**config.mk**
```make
export PLATFORM = sky130hd
export DESIGN_NAME = uart_rx_framer
export DESIGN_NICKNAME = d
export VERILOG_FILES = /design/src/rtl/uart_rx_framer.sv
export SDC_FILE = /design/constraint.sdc
export NUM_CORES = 1
export LEC_CHECK = 0
export CAP_MARGIN = 20
export CORE_ASPECT_RATIO = 1.2
export CORE_MARGIN = 2
export CORE_UTILIZATION = 55
export CTS_BUF_LIST = sky130_fd_sc_hd__clkbuf_4 sky130_fd_sc_hd__clkbuf_8
export CTS_CLUSTER_SIZE = 40
export DETAILED_ROUTE_END_ITERATION = 10
export PLACE_DENSITY = 0.77
export SLEW_MARGIN = 15
export SYNTH_ARGS = -nofsm -noshare
export SYNTH_HDL_FRONTEND = slang
export SYNTH_SLANG_ARGS = --single-unit
```
**constraint.sdc**
```tcl
create_clock -name clk_pin -period 2.85 [get_ports clk_pin]
set_input_delay 0.57 -clock clk_pin [delete_from_list [all_inputs] [get_ports clk_pin]]
set_output_delay 0.57 -clock clk_pin [all_outputs]
set_load 0.02 [all_outputs]
```
**src/rtl/uart_rx_framer.sv**
```systemverilog
// UART 8N1 receiver: synchronizes the line, frames start/data/stop, presents bytes with valid/ready.
// Latency: line falling edge to data_valid is 2 + CLKS_PER_BIT/2 + 9*CLKS_PER_BIT + 1 clocks.
// Backpressure: one-byte output holding register; a byte completing while it is still occupied is dropped and flagged on overrun.
//
// Ports:
//   clk_pin      system clock, rising edge
//   rst          asynchronous active-high reset
//   uart_rx_pin  raw serial line, idle high
//   data_out     received byte, LSB = first data bit on the wire
//   data_valid   data_out holds an unconsumed byte
//   data_ready   consumer takes data_out in a cycle where data_valid=1
//   frame_err    one-cycle pulse: stop bit sampled low
//   overrun      one-cycle pulse: completed byte dropped, output occupied
//   busy         receiver is inside a frame (FSM not IDLE)
module uart_rx_framer #(
  parameter int CLKS_PER_BIT = 234
) (
  input  logic       clk_pin,
  input  logic       rst,
  input  logic       uart_rx_pin,
  output logic [7:0] data_out,
  output logic       data_valid,
  input  logic       data_ready,
  output logic       frame_err,
  output logic       overrun,
  output logic       busy
);

  localparam int CW = $clog2(CLKS_PER_BIT);
  localparam logic [CW-1:0] HALF_LAST = CW'(CLKS_PER_BIT / 2 - 1);
  localparam logic [CW-1:0] BIT_LAST  = CW'(CLKS_PER_BIT - 1);

  typedef enum logic [2:0] {
    IDLE      = 3'd0,
    START     = 3'd1,
    DATA      = 3'd2,
    STOP      = 3'd3,
    WAIT_IDLE = 3'd4
  } state_t;

  state_t          state;
  state_t          state_nxt;
  logic            rx_meta;
  logic            rx_s;
  logic [CW-1:0]   cnt;
  logic [2:0]      idx;
  logic [7:0]      shreg;

  logic            half_hit;
  logic            bit_hit;
  logic            cnt_clr;
  logic            shift_en;
  logic            byte_done;
  logic            stop_bad;

  // Synchronizer resets to the idle level so a reset never looks like a start edge.
  always_ff @(posedge clk_pin or posedge rst) begin
    if (rst) begin
      rx_meta <= 1'b1;
      rx_s    <= 1'b1;
    end else begin
      rx_meta <= uart_rx_pin;
      rx_s    <= rx_meta;
    end
  end

  assign half_hit = (cnt == HALF_LAST);
  assign bit_hit  = (cnt == BIT_LAST);

  // State register
  always_ff @(posedge clk_pin or posedge rst) begin
    if (rst) state <= IDLE;
    else     state <= state_nxt;
  end

  // Next-state logic
  always_comb begin
    state_nxt = state;
    case (state)
      IDLE:      if (!rx_s) state_nxt = START;
      START:     if (half_hit) state_nxt = rx_s ? IDLE : DATA;
      DATA:      if (bit_hit && (idx == 3'd7)) state_nxt = STOP;
      STOP:      if (bit_hit) state_nxt = rx_s ? IDLE : WAIT_IDLE;
      WAIT_IDLE: if (rx_s) state_nxt = IDLE;
      default:   state_nxt = IDLE;
    endcase
  end

  // Output / control decode
  always_comb begin
    busy      = (state != IDLE);
    shift_en  = (state == DATA) && bit_hit;
    byte_done = (state == STOP) && bit_hit && rx_s;
    stop_bad  = (state == STOP) && bit_hit && !rx_s;
    // The counter only runs inside a bit period; it is held at zero while waiting.
    cnt_clr   = (state == IDLE) || (state == WAIT_IDLE) ||
                ((state == START) && half_hit) ||
                (((state == DATA) || (state == STOP)) && bit_hit);
  end

  // Bit-period counter and data-bit index
  always_ff @(posedge clk_pin or posedge rst) begin
    if (rst) begin
      cnt <= '0;
      idx <= 3'd0;
    end else begin
      if (cnt_clr) cnt <= '0;
      else         cnt <= cnt + CW'(1);
      if (state == START)  idx <= 3'd0;
      else if (shift_en)   idx <= idx + 3'd1;
    end
  end

  always_ff @(posedge clk_pin or posedge rst) begin
    if (rst)           shreg      <= 8'h00;
    else if (shift_en) shreg[idx] <= rx_s;
  end

  // Output holding register. A completing byte may replace the held one only
  // when the consumer takes the old one in the same cycle; otherwise it is dropped.
  always_ff @(posedge clk_pin or posedge rst) begin
    if (rst) begin
      data_out   <= 8'h00;
      data_valid <= 1'b0;
      frame_err  <= 1'b0;
      overrun    <= 1'b0;
    end else begin
      frame_err <= stop_bad;
      overrun   <= byte_done && data_valid && !data_ready;
      if (byte_done && (!data_valid || data_ready)) begin
        data_out   <= shreg;
        data_valid <= 1'b1;
      end else if (data_valid && data_ready) begin
        data_valid <= 1'b0;
      end
    end
  end

endmodule

```
==> metrics.csv, run 1 <==
stage,metric,value,unit
global_route,gr ovfl total,0,
clock_network,clock root buffer master,clkbuf_4,
worst_setup_path,CP startpoint kind,register,
cells_and_area,cell area after layout,1930,um^2
clock_network,worst skew pair latency,0.33,ns
die,num ports,16,
worst_setup_path,CP Class,reg2out,
worst_hold_path,hold crit path type,reg2reg,
placement,placed inst area,1880,um^2
yosys,Syn Area/Cell,11.9,um^2
die,row cnt,22,
worst_setup_path,worst-path cell chain,or3_1 -> clkdlybuf4s50_1,
clock_network,clk slew on worst S/H paths,0.09,ns
routing,DRC Markers,0,
routing,via count,1138,
sta,post-route clock period utilization,80.2,%
global_route,vias in the first global route,1196,
yosys,Cell variety after synth,42,
sta,Min Hold Slack,0.363,ns
power,static leakage,0.899,nW
die,chip height,65.3,um
cells_and_area,nets@finish,169,
sta,worst clock skew,0.00699,ns
clock_network,H-tree Lvls,2,
routing,highest routing layer actually used,met4,
sta,Final Hold Fails,0,
yosys,number of synthesized flops with an enable pin,0,
die,chip width,55.1,um
routing,Final ANT Viol Nets,0,
cells_and_area,layout cells sized above 1,17.6,%
run_status,status,"finished, final reports clean",
placement,Final GP Congestion,0.844,
yosys,Synth top area share,48.0,%
worst_setup_path,crit-path max FO,8,
clock_network,clk sinks,35,
run,Max Cap Viol,0,
global_route,pin count of the biggest net entering global routing,36,
yosys,sequential share of the synthesized area,51.1,%
sta,slew margin rel.,65.1,%
worst_setup_path,Critical Path RT,2.28,ns
cells_and_area,multi-input logic area,781,um^2
worst_setup_path,crit-path max cell delay,0.54,ns
clock_network,CTS tree,built,
yosys,synthesized cell area,1720,um^2
routing,WL final,3.04,mm
die,core area,3030,um^2
routing,drt initial violations,37,
sta,Fin Setup TNS,0,ns
placement,port bufs,15,
sta,final setup violation count,0,
routing,WL met1,1.31,mm
worst_setup_path,CP max-delay cell,clkdlybuf4s50_1,
worst_setup_path,CP Capture Type,primary output,
power,pwr/cell area,395,nW/um^2
placement,Inst Count DP,189,
power,VDD IR-drop max,420,uV
clock_network,clk buf depth,2,
sta,Period minus WS final,2.29,ns
power,Pwr Total,0.760,mW
yosys,"area leader, netlist",dfrtp_1,
cells_and_area,synthesis-to-finish area growth,11.9,%
routing,DRT Pass-1 Iters,6,
cells_and_area,number of fill cells in the layout,248,
routing,DR WL/cell,15.6,um
sta,Max Slew Vio Count,0,
global_route,first-pass GRT wire length,5.08,mm
cells_and_area,non-filler cells in the finished layout,195,
placement,DP HPWL,2.11,mm
clock_network,post-CTS resize count,0,
worst_setup_path,worst path arrival time,1.72,ns
global_route,gr usage total,19.9,%
routing,Via density,5.84,
clock_network,hold_buf cts,0,
clock_network,Post-CTS Setup Inserts,0,
yosys,Syn Nets,153,
yosys,synthesized instance count,144,
sta,worst slew pin tran,0.523,ns
sta,FMAX,0.438,GHz
die,Initial Utilization,56.8,%
yosys,Ys Warns,0,
sta,RSZ-0062 raised after global routing,no,
cells_and_area,Ant. Diodes,0,
global_route,antenna violations before repair,0,
cells_and_area,Reg area,878,um^2
routing,metal2 WL,1.55,mm
clock_network,total CTS buffers,5,
yosys,Yosys reg bits,35,
yosys,Area contributors post-synth,"dfrtp_1, mux2_4, mux2_2, ha_1, nor2_1",
yosys,"Top FF cell, synth",dfrtp_1,
routing,metal3 WL,106,um
yosys,fraction of registers with async set or reset after synthesis,100,%
die,die area,3590,um^2
## layout by cell type (no fill, tap or decap), types with 3 or more instances in the layout
cell and instances:
ha_1 5, and2_1 3, nor2_1 15, xor2_1 4, clkdlybuf4s50_1 15, mux2_2 9, clkbuf_4 6, inv_1 3
nand3_1 5, and3_1 7, nand2b_1 4, dfrtp_1 33, nand4_1 4, nor4b_1 4, nand2_1 3, mux2_4 8
## worst max-delay path: cells and delay by family (launching register included)
family        cells  cell delay, ns
flops             1            0.46
simple gates      1            0.39
buf+inv           1            0.54
## cell usage after synthesis, drive strengths merged (2+ instances only)
| cell | n |
|---|---|
| nor4b | 4 |
| nand2b | 4 |
| nand2 | 3 |
| nor4 | 2 |
| dfstp | 2 |
| clkbuf | 4 |
| inv | 3 |
| buf | 4 |
| mux2 | 17 |
| and3 | 7 |
| nand3 | 6 |
| xor2 | 4 |
| nor2 | 15 |
| nand3b | 2 |
| a22o | 2 |
| ha | 5 |
| dfrtp | 33 |
| nand4 | 4 |
| and2 | 3 |
| xnor2 | 2 |
## logic make-up after synthesis
group	after synthesis	share of synthesized area (%)
AO/OA/AOI/OAI	12	5.31
XOR/XNOR	6	3.05
adder cells (fa/ha/maj)	5	3.64
buffers and inverters	11	3.56
flip-flops	35	51.1
multiplexers	18	13.5
AND/OR/NAND/NOR	57	19.9
## path summary, 6_finish.rpt
kind                                 startpoint                 endpoint  slack (ns)  cells after the start
max                        state[2]$_DFFE_PP0P_                     busy        0.56                      2
min                           rx_meta$_DFF_PP1_           rx_s$_DFF_PP1_        0.36                      0
max reg2reg                    cnt[2]$_DFF_PP0_  data_out[2]$_DFFE_PP0P_        0.77                      4
min reg2reg                   rx_meta$_DFF_PP1_           rx_s$_DFF_PP1_        0.36                      0
max in group asynchronous                   rst           rx_s$_DFF_PP1_        1.87                      3
min in group asynchronous                   rst     shreg[2]$_DFFE_PP0P_        0.63                      3
## layer usage
layer	global-route usage (%)	up-vias
li1	-	541
met1	21.5	567
met2	32.7	21
met3	6.82	9
met4	11.0	0
met5	0	-
## through the flow
step / setup WS (ns) / utilization [%]
after floorplan: 1.06 / -
after global placement: 0.733 / 62.1
after detailed placement: 0.652 / 62.1
after CTS: 0.536 / 63.6
after global routing: 0.480 / 63.6
final: 0.565 / 63.6
## where the power goes
part,total (mW),switching (mW),internal (mW)
clock,0.243,0.146,0.0971
sequential,0.501,0.00258,0.499
combinational,0.0159,0.0103,0.00555
## area by class of cell
class	instances	share of cell area [%]
Tap cell	36	2.34
Timing Repair Buffer	17	8.58
Sequential cell	35	45.6
Clock buffer	6	2.34
Multi-Input combinational cell	98	40.5
Inverter	3	0.585
## sequential cells by signal, indices dropped and copies added, names as in the netlist
register    count
cnt             8
data_out        8
shreg           8
idx             3
state           3
data_valid      1
frame_err       1
overrun         1
rx_meta         1
rx_s            1
Power figures use the tool's default switching activity.
==> run 2: changes to the inputs <==
clock period = 2.2 ns   (was 2.85 ns; I/O delays follow)
==> run 2 against run 1 <==
Net effect:
- combinational power up 28%
- non-clock buffer count increased by 2
- cell count up 2.1%
- highest routed layer unchanged
- largest power group unchanged
- global-route usage is 1.2 points higher
- sequential cell count is the same
- hold slack about the same
==> metrics.csv, run 2 (synthesis results as in run 1) <==
stage,metric,value,unit
clock_network,clk slew on worst S/H paths,0.10,ns
routing,Via density,5.84,
global_route,gr usage total,21.1,%
sta,slew margin rel.,71.3,%
sta,final setup violation count,0,
worst_setup_path,CP startpoint kind,register,
global_route,gr ovfl total,0,
routing,Final ANT Viol Nets,0,
routing,DRC Markers,0,
power,pwr/cell area,547,nW/um^2
power,static leakage,0.922,nW
sta,worst slew pin tran,0.431,ns
clock_network,hold_buf cts,0,
sta,Fin Setup TNS,0,ns
global_route,vias in the first global route,1163,
die,num ports,16,
worst_hold_path,hold crit path type,reg2reg,
worst_setup_path,CP Capture Type,primary output,
sta,Max Slew Vio Count,0,
cells_and_area,most frequent cells in the layout,"dfrtp_1, nor2_1, clkdlybuf4s50_1",
sta,RSZ-0062 raised after global routing,no,
run_status,status,"finished, final reports clean",
global_route,antenna violations before repair,0,
die,chip height,65.3,um
clock_network,clock root buffer master,clkbuf_4,
clock_network,total CTS buffers,5,
power,Pwr Total,1.08,mW
die,core area,3030,um^2
placement,DP HPWL,2.16,mm
placement,port bufs,15,
placement,Final GP Congestion,0.803,
cells_and_area,synthesis-to-finish area growth,14.3,%
cells_and_area,layout cells sized above 1,19.6,%
worst_setup_path,Critical Path RT,1.76,ns
die,chip width,55.1,um
clock_network,worst skew pair latency,0.34,ns
global_route,pin count of the biggest net entering global routing,36,
die,die area,3590,um^2
cells_and_area,nets@finish,171,
sta,Final Hold Fails,0,
clock_network,clk sinks,35,
cells_and_area,Finished Core Util,65.0,%
run,Max Cap Viol,0,
routing,via count,1162,
sta,worst clock skew,0.0102,ns
worst_setup_path,worst path arrival time,1.51,ns
cells_and_area,Ant. Diodes,0,
die,Initial Utilization,56.8,%
cells_and_area,"commonest non-fill, non-tap cell in the layout",dfrtp_1,
worst_setup_path,crit-path max FO,8,
power,VDD IR-drop max,541,uV
routing,DRT Pass-1 Iters,4,
cells_and_area,leading registers by flop count,"cnt: 8 flops, data_out: 8 flops, shreg: 8 flops",
clock_network,clk buf depth,2,
sta,FMAX,0.513,GHz
global_route,first-pass GRT wire length,5.29,mm
sta,post-route clock period utilization,88.5,%
worst_setup_path,CP Class,reg2out,
clock_network,H-tree Lvls,2,
routing,drt initial violations,20,
clock_network,CTS tree,built,
die,row cnt,22,
routing,DR WL/cell,15.7,um
routing,WL final,3.13,mm
sta,Period minus WS final,1.95,ns
[run 2: power breakdown]
part	total, mW	internal [mW]	switching [mW]
Clock	0.405	0.200	0.205
Combinational	0.0204	0.00718	0.0133
Sequential	0.650	0.646	0.00348
Total	1.08	0.854	0.222
[run 2: cell type report]
type	instances	area, um^2
fill	248	1060
sequential	35	878
multi-input combinational	98	781
timing repair buffer	19	179
clock buffer	8	72.6
tap	36	45.0
inverter	3	11.3
[run 2: metrics by stage]
| step | cells | worst slack [ns] | cell area [um^2] | hold WS [ns] |
|---|---|---|---|---|
| CTS | 199 | 0.223 | 1970 | 0.363 |
| finish | 199 | 0.252 | 1970 | 0.362 |
| global route | 199 | 0.147 | 1970 | 0.371 |
| global placement | 191 | 0.352 | 1900 | 0.346 |
| floorplan | 144 | 0.481 | 1720 | 0.345 |
| detailed placement | 191 | 0.339 | 1900 | 0.349 |
[run 2: critical path, stage by stage, from the launching register on]
cell and delay, ns:
dfrtp_1 0.47, or3_1 0.38, dlygate4sd2_1 0.32
[run 2: layer usage]
layer	GRT usage (%)	vias up	wire, um
li1	-	547	-
met1	24.6	584	1360
met2	32.4	21	1580
met3	6.59	10	83
met4	13.7	0	102
met5	0	-	0
[run 2: path summary, 6_finish.rpt]
kind                            slack, ns                      end            startpoint  cells past startpoint
worst max-delay path                 0.25                     busy  state[2]$_DFFE_PP0P_                      2
worst min-delay path                 0.36           rx_s$_DFF_PP1_     rx_meta$_DFF_PP1_                      0
worst max register to register       0.30  data_out[5]$_DFFE_PP0P_      cnt[2]$_DFF_PP0_                      5
worst min register to register       0.36           rx_s$_DFF_PP1_     rx_meta$_DFF_PP1_                      0
max in group asynchronous            1.37        rx_meta$_DFF_PP1_                   rst                      3
min in group asynchronous            0.48  data_out[6]$_DFFE_PP0P_                   rst                      3
[run 2: repair_timing]
action | 4_1_cts | 5_1_grt
endpoints found under the setup margin | 1 | 0
setup buffers | 0 | 0
resized for setup | 1 | 0
==> run 3: changes to the inputs <==
CORE_MARGIN = 3   (was 2)
==> run 3 against run 2 <==
Net effect:
- register-to-register slack lost 0.02 ns
- combinational power grew 2%
- cell count shrank 1.5%
- clock power is essentially flat
- count of clock-buffer cells in the layout is the same
- first-iteration DRC count grew to 2.8 times the previous value
- largest cell class unchanged
==> metrics.csv, run 3 (synthesis results as in run 1) <==
stage,metric,value,unit
cells_and_area,non-filler cells in the finished layout,196,
routing,Via density,5.85,
sta,post-route clock period utilization,89.3,%
clock_network,hold_buf cts,0,
global_route,first-pass GRT wire length,5.44,mm
clock_network,H-tree Lvls,2,
power,static leakage,0.916,nW
clock_network,Post-CTS Setup Inserts,0,
placement,Inst Count DP,188,
global_route,vias in the first global route,1164,
die,num ports,16,
power,VDD IR-drop max,402,uV
clock_network,worst skew pair latency,0.33,ns
routing,drt initial violations,55,
routing,via count,1147,
clock_network,clock root buffer master,clkbuf_4,
routing,WL final,3.18,mm
die,Initial Utilization,59.5,%
worst_setup_path,CP max-delay cell,dfrtp_1,
sta,Period minus WS final,1.96,ns
clock_network,clk buf depth,2,
placement,Final GP Congestion,0.812,
worst_setup_path,CP startpoint kind,register,
worst_setup_path,CP Class,reg2out,
sta,slew margin rel.,70.7,%
cells_and_area,nets@finish,170,
cells_and_area,layout cells sized above 1,19.1,%
worst_setup_path,worst path arrival time,1.52,ns
sta,FMAX,0.509,GHz
cells_and_area,cell area after layout,1960,um^2
routing,DRT Pass-1 Iters,4,
worst_setup_path,crit-path max FO,8,
power,pwr/cell area,550,nW/um^2
sta,RSZ-0062 raised after global routing,no,
clock_network,CTS tree,built,
routing,DRC Markers,0,
worst_setup_path,CP Capture Type,primary output,
sta,Final Hold Fails,0,
worst_setup_path,crit-path max cell delay,0.47,ns
die,row cnt,21,
routing,Final ANT Viol Nets,0,
sta,worst slew pin tran,0.439,ns
placement,DP HPWL,2.24,mm
global_route,pin count of the biggest net entering global routing,36,
die,core area,2890,um^2
worst_setup_path,CP bufs+invs,1,
sta,Fin Setup TNS,0,ns
placement,port bufs,15,
worst_setup_path,worst-path cell chain,or3_1 -> dlygate4sd2_1,
clock_network,total CTS buffers,5,
routing,DR WL/cell,16.2,um
global_route,gr ovfl total,0,
run,Max Cap Viol,0,
die,chip width,57.1,um
worst_setup_path,FF-to-FF setup slack,0.28,ns
cells_and_area,most frequent cells in the layout,"dfrtp_1, nor2_1, clkdlybuf4s50_1",
sta,worst clock skew,0.00570,ns
die,die area,3840,um^2
cells_and_area,number of fill cells in the layout,223,
global_route,gr usage total,19.0,%
power,Pwr Total,1.08,mW
run_status,status,"finished, final reports clean",
placement,placed inst area,1890,um^2
clock_network,clk sinks,35,
cells_and_area,"commonest non-fill, non-tap cell in the layout",dfrtp_1,
global_route,antenna violations before repair,0,
cells_and_area,Ant. Diodes,0,
worst_hold_path,hold crit path type,reg2reg,
cells_and_area,synthesis-to-finish area growth,13.7,%
sta,final setup violation count,0,
die,chip height,67.3,um
clock_network,clk slew on worst S/H paths,0.10,ns
worst_setup_path,critical path's top delay family,flip-flops,
cells_and_area,leading registers by flop count,"cnt: 8 flops, data_out: 8 flops, shreg: 8 flops",
worst_setup_path,Critical Path RT,1.76,ns
cells_and_area,Finished Core Util,67.7,%
sta,Max Slew Vio Count,0,
run 3: repair_timing:
item / 4_1_cts / 5_1_grt
endpoints found under the setup margin: 1 / 0
hold endpoints to repair: 0 / 0
gates resized for setup: 1 / 0
run 3: final timing paths:
kind	from	endpoint	cells after the start
worst max-delay path	state[2]$_DFFE_PP0P_	busy	2
worst min-delay path	rx_meta$_DFF_PP1_	rx_s$_DFF_PP1_	0
worst max register to register	cnt[1]$_DFF_PP0_	shreg[6]$_DFFE_PP0P_	6
worst min register to register	rx_meta$_DFF_PP1_	rx_s$_DFF_PP1_	0
max in group asynchronous	rst	rx_meta$_DFF_PP1_	3
min in group asynchronous	rst	shreg[6]$_DFFE_PP0P_	3
run 3: area by class of cell:
cell class	instances	area [um^2]	share of cell area (%)
flip-flops and latches	35	878	44.9
multi-input cells	98	781	39.9
repair buffers	18	171	8.76
clock buffers	8	72.6	3.71
well taps	34	42.5	2.17
inverters	3	11.3	0.575
run 3: metrics by stage:
stage	hold WS [ns]	setup WS, ns
floorplan	0.345	0.481
global placement	0.346	0.314
CTS	0.362	0.205
global route	0.371	0.107
detailed placement	0.347	0.301
finish	0.360	0.236
run 3: metal layers:
metal  share of wire [%]  wire length [um]  GRT usage, %
met5                   0                 0             0
met4                 1.2                38          6.38
met3                 3.1                98          5.74
met2                  54              1710          35.0
met1                  42              1330          20.7
run 3: power by group:
group          internal, mW  leakage, nW  switching (mW)
clock network         0.200       0.0420           0.204
registers             0.646        0.467         0.00349
logic               0.00720        0.407          0.0136
total                 0.854        0.916           0.221
